File: config.mk
export PLATFORM = sky130hd
export DESIGN_NAME = period_meter
export DESIGN_NICKNAME = d
export VERILOG_FILES = /design/src/rtl/period_meter.sv
export SDC_FILE = /design/constraint.sdc
export NUM_CORES = 1
export LEC_CHECK = 0
export ABC_AREA = 1
export CORE_ASPECT_RATIO = 2
export CORE_MARGIN = 3
export CORE_UTILIZATION = 26
export CTS_CLUSTER_SIZE = 25
export DETAILED_ROUTE_END_ITERATION = 8
export SLEW_MARGIN = 20
export SYNTH_ARGS = -nofsm -noshare
export SYNTH_HDL_FRONTEND = slang
export SYNTH_SLANG_ARGS = --single-unit
File: constraint.sdc
create_clock -name clk -period 1.6 [get_ports clk]
set_input_delay 0.24 -clock clk [delete_from_list [all_inputs] [get_ports clk]]
set_output_delay 0.24 -clock clk [all_outputs]
set_load 0.01 [all_outputs]
File: src/rtl/period_meter.sv
// Period meter: counts clk cycles between rising edges of event_in,
// optionally averaging 2^AVG_LOG2 periods, with a valid/ready result and timeout.
module period_meter #(
  parameter int WIDTH    = 16,
  parameter int AVG_LOG2 = 0
) (
  input  logic             clk,
  input  logic             rst,
  input  logic             enable,
  input  logic             event_in,
  output logic [WIDTH-1:0] period,
  output logic             valid,
  input  logic             ready,
  output logic             timeout,
  output logic             busy
);

  localparam int CW = WIDTH + AVG_LOG2;
  localparam int NW = (AVG_LOG2 > 0) ? AVG_LOG2 : 1;
  localparam logic [NW-1:0] LAST_PER = NW'((1 << AVG_LOG2) - 1);

  localparam logic [1:0] S_IDLE    = 2'd0;
  localparam logic [1:0] S_ARM     = 2'd1;
  localparam logic [1:0] S_MEASURE = 2'd2;
  localparam logic [1:0] S_DONE    = 2'd3;

  logic [1:0]       r_state;
  logic             r_prev;
  logic [CW-1:0]    r_cnt;
  logic [NW-1:0]    r_nper;
  logic [WIDTH-1:0] r_period;
  logic             r_timeout;

  logic             w_edge;
  logic             w_lastPer;
  logic             w_cntFull;

  assign w_edge    = event_in & ~r_prev;
  assign w_lastPer = (r_nper == LAST_PER);
  assign w_cntFull = &r_cnt;

  // The accumulator keeps running across intermediate edges, so on the final
  // edge it holds the sum of all averaged periods; the shift does the divide.
  always_ff @(posedge clk) begin
    if (!rst) begin
      r_state   <= S_IDLE;
      r_prev    <= 1'b0;
      r_cnt     <= '0;
      r_nper    <= '0;
      r_period  <= '0;
      r_timeout <= 1'b0;
    end else begin
      r_prev <= event_in;
      case (r_state)
        S_IDLE: begin
          if (enable) r_state <= S_ARM;
        end
        S_ARM: begin
          if (!enable) begin
            r_state <= S_IDLE;
          end else if (w_edge) begin
            r_cnt   <= CW'(1);
            r_nper  <= '0;
            r_state <= S_MEASURE;
          end
        end
        S_MEASURE: begin
          if (!enable) begin
            r_state <= S_IDLE;
          end else if (w_edge) begin
            if (w_lastPer) begin
              r_period  <= r_cnt[CW-1:AVG_LOG2];
              r_timeout <= 1'b0;
              r_state   <= S_DONE;
            end else begin
              r_nper <= r_nper + NW'(1);
              r_cnt  <= r_cnt + CW'(1);
            end
          end else if (w_cntFull) begin
            r_period  <= '1;
            r_timeout <= 1'b1;
            r_state   <= S_DONE;
          end else begin
            r_cnt <= r_cnt + CW'(1);
          end
        end
        S_DONE: begin
          if (ready) r_state <= enable ? S_ARM : S_IDLE;
        end
        default: r_state <= S_IDLE;
      endcase
    end
  end

  assign period  = r_period;
  assign timeout = r_timeout;
  assign valid   = (r_state == S_DONE);
  assign busy    = (r_state == S_ARM) || (r_state == S_MEASURE);

endmodule

==> impl_metrics.tcl <==
set metrics [dict create \
    cts-root-buf "clkbuf_16" \
    synthArstFlopShare 0 \
    clock_skew_ns 0.00448 \
    start_util 0.269 \
    fmax_mhz 624 \
    grt_util_met2 0.239 \
    antenna_found_initial 0 \
    avgRoutedWirePerCell_um 12.1 \
    grt_use_total 0.127 \
    port_buffers 23 \
    final_util 0.371 \
    fp-row-count 45 \
    r2r_start "r_cnt[0]$_SDFFE_PN0P_" \
    gp_congestion 0.865 \
    ys_warn_count 0 \
    top_usage_layer "met2" \
    syn-instance-count 296 \
    synth.avg_cell_area_um2 6.95 \
    start_kind "register" \
    synth_ff_type "dfxtp_1" \
    clkTransAtPathRegs_ns 0.06 \
    maxSlewViolCount 0 \
    setup_ws_ns -0.00305 \
    fill_cells 848 \
    ios 24 \
    yosys.cell_types.count 25 \
    synth.cells.most_frequent "nand2_1, inv_1, nor2_1" \
    pre_cts_slack_ns -0.127 \
    cts_buffer_depth 2 \
    synth_area_um2 2060 \
    area_growth_pct 38.0 \
    clock-sinks 36 \
    fin_crit_ns 1.60 \
    post-route-period-util 1.00 \
    hold_end "timeout$_SDFFE_PN0P_" \
    drive_above_1_share 0.227 \
    grt_pass1_wl_um 8720 \
    setup_viol 2 \
    slew_headroom 0.771 \
    hold_class "register to register" \
    p_per_area_nw_per_um2 986 \
    cts_tree "done" \
    synth_area_leaders "dfxtp_1, nand2_1, inv_1, nor2_1, a21oi_1" \
    synth-seq-area-share 0.350 \
    violations "setup timing" \
    path_max_fanout 7 \
    numCtsBuffers 5 \
    grt_overflow 0 \
    core_um2 7660 \
    peakVddDrop_v 0.000594 \
    fin_nets 362 \
    rr_endpoint "r_cnt[0]$_SDFFE_PN0P_" \
    critical_path_class "register to register" \
    fp.dieH_um 132 \
    reg2reg_depth 10 \
    synth-seq-cells 36 \
    synth_top_area_frac 0.350 \
    grt_pass1_vias 1906 \
    hold_viol 0 \
    route.detailed.drc 0 \
    htree_num_levels 2 \
    status "finished, violations left" \
    met1_usage 0.121 \
    setup.worst_path.start "r_cnt[0]$_SDFFE_PN0P_" \
    postRouteAntennaNets 0 \
    synth_area_leader_cell "dfxtp_1" \
    cp-end-kind "register" \
    die_x_um 68.9 \
    maxCapViolations 0 \
    worstMarginPinSlew_ns 0.342 \
    wl_um 5380 \
    num_vias 2003 \
    holdPathStages 2 \
    critical_path_required_ns 1.78 \
    syn-num-nets 307 \
    grt_max_degree 31 \
    met3_usage 0.0230 \
    die_area_um2 9080 \
    synth_edf_count 0 \
    dp_hpwl_um 4050 \
    drtIter0Drc 88 \
    n_antenna_cell 0 \
    r2r_slack_ns -0.003 \
    synth_most_common_cell "nand2_1" \
    first_pass_iters 4 \
    arrival_ns 1.79 \
    clock_latency_ns 0.29 \
    via_per_inst 4.49 \
    min_from "timeout$_SDFFE_PN0P_" \
    tns_ns -0.00534 \
    power.leakage_nw 1.21 \
    rsz0062_at_grt "yes" \
]
logic make-up after synthesis:
family | after synthesis | share of synthesized area
simple gates | 146 | 0.346
buf+inv | 56 | 0.124
compound gates | 48 | 0.126
flops | 36 | 0.350
fa+ha+maj | 6 | 0.0365
xor+xnor | 4 | 0.0170
layer usage:
metal,vias to the layer above,share of wire
met2,37,0.59
li1,1046,-
met5,-,0
met4,0,0.031
met1,909,0.35
met3,11,0.024
per-stage QoR:
step / area (um2) / cells / power, mW / hold WS (ns)
after floorplan: 2060 / 296 / 1.39 / 0.333
after global placement: 2590 / 436 / 1.65 / 0.436
after detailed placement: 2590 / 436 / 1.65 / 0.438
after CTS: 2760 / 444 / 2.78 / 0.447
after global routing: 2840 / 446 / 2.94 / 0.459
final: 2840 / 446 / 2.80 / 0.444
registers in the layout, indices dropped and copies added (netlist names):
signal / count
period: 16
r_cnt: 16
r_state: 2
r_prev: 1
timeout: 1
area by class of cell:
cell class | count | area, um2 | share of cell area
Clock buffer | 5 | 125 | 0.0441
Clock inverter | 3 | 42.5 | 0.0150
Inverter | 46 | 176 | 0.0621
Multi-Input combinational cell | 204 | 1130 | 0.397
Sequential cell | 36 | 727 | 0.256
Tap cell | 94 | 118 | 0.0414
Timing Repair Buffer | 58 | 523 | 0.184
cell usage in the layout, fill, tap and decap left out, types with 3 or more instances in the layout:
cell and instances:
dfxtp_2 5, a21oi_1 24, nor2_2 5, ha_1 3, dfxtp_1 31, nand3_1 18
o21ai_0 19, nor2_4 3, nand2_4 5, nand4_1 9, clkdlybuf4s50_1 21, clkbuf_16 5
buf_4 31, nor2_1 34, nand3_2 9, inv_1 45, nand2_1 59, xor2_1 4
how the worst max path moves through the flow:
| stage | endpoint | cells after the start |
|---|---|---|
| 6_report | r_cnt[0]$_SDFFE_PN0P_ | 10 |
| 5_1_grt | r_cnt[1]$_SDFFE_PN0P_ | 10 |
| 4_1_cts | r_cnt[10]$_SDFFE_PN0P_ | 10 |
| 3_5_place_dp | r_cnt[10]$_SDFFE_PN0P_ | 9 |
| 3_3_place_gp | r_cnt[10]$_SDFFE_PN0P_ | 9 |
| 2_1_floorplan | r_cnt[3]$_SDFFE_PN0P_ | 9 |
critical path: stages, from the launching register on:
cell	delay, ns
dfxtp_2	0.35
ha_4	0.15
nand2_4	0.05
nor2_4	0.16
nand2_4	0.08
o21bai_4	0.15
nand2_4	0.10
nand2_4	0.09
clkinvlp_4	0.17
nor2_4	0.14
nor2_2	0.04
repair_timing:
action / 4_1_cts / 5_1_grt
endpoints found under the setup margin: 7 / 35
hold endpoints to repair: 0 / 0
resized for setup: 3 / 19
pin swaps: 1 / 9
hold buffers: 0 / 0
buffers inserted: 0 / 2
power by group:
group,internal (mW),switching (mW),total (mW)
logic,0.316,0.361,0.677
clock network,0.731,0.389,1.12
registers,0.961,0.0410,1.00
total,2.01,0.792,2.80
No activity file was read; power rests on OpenSTA's default activity.
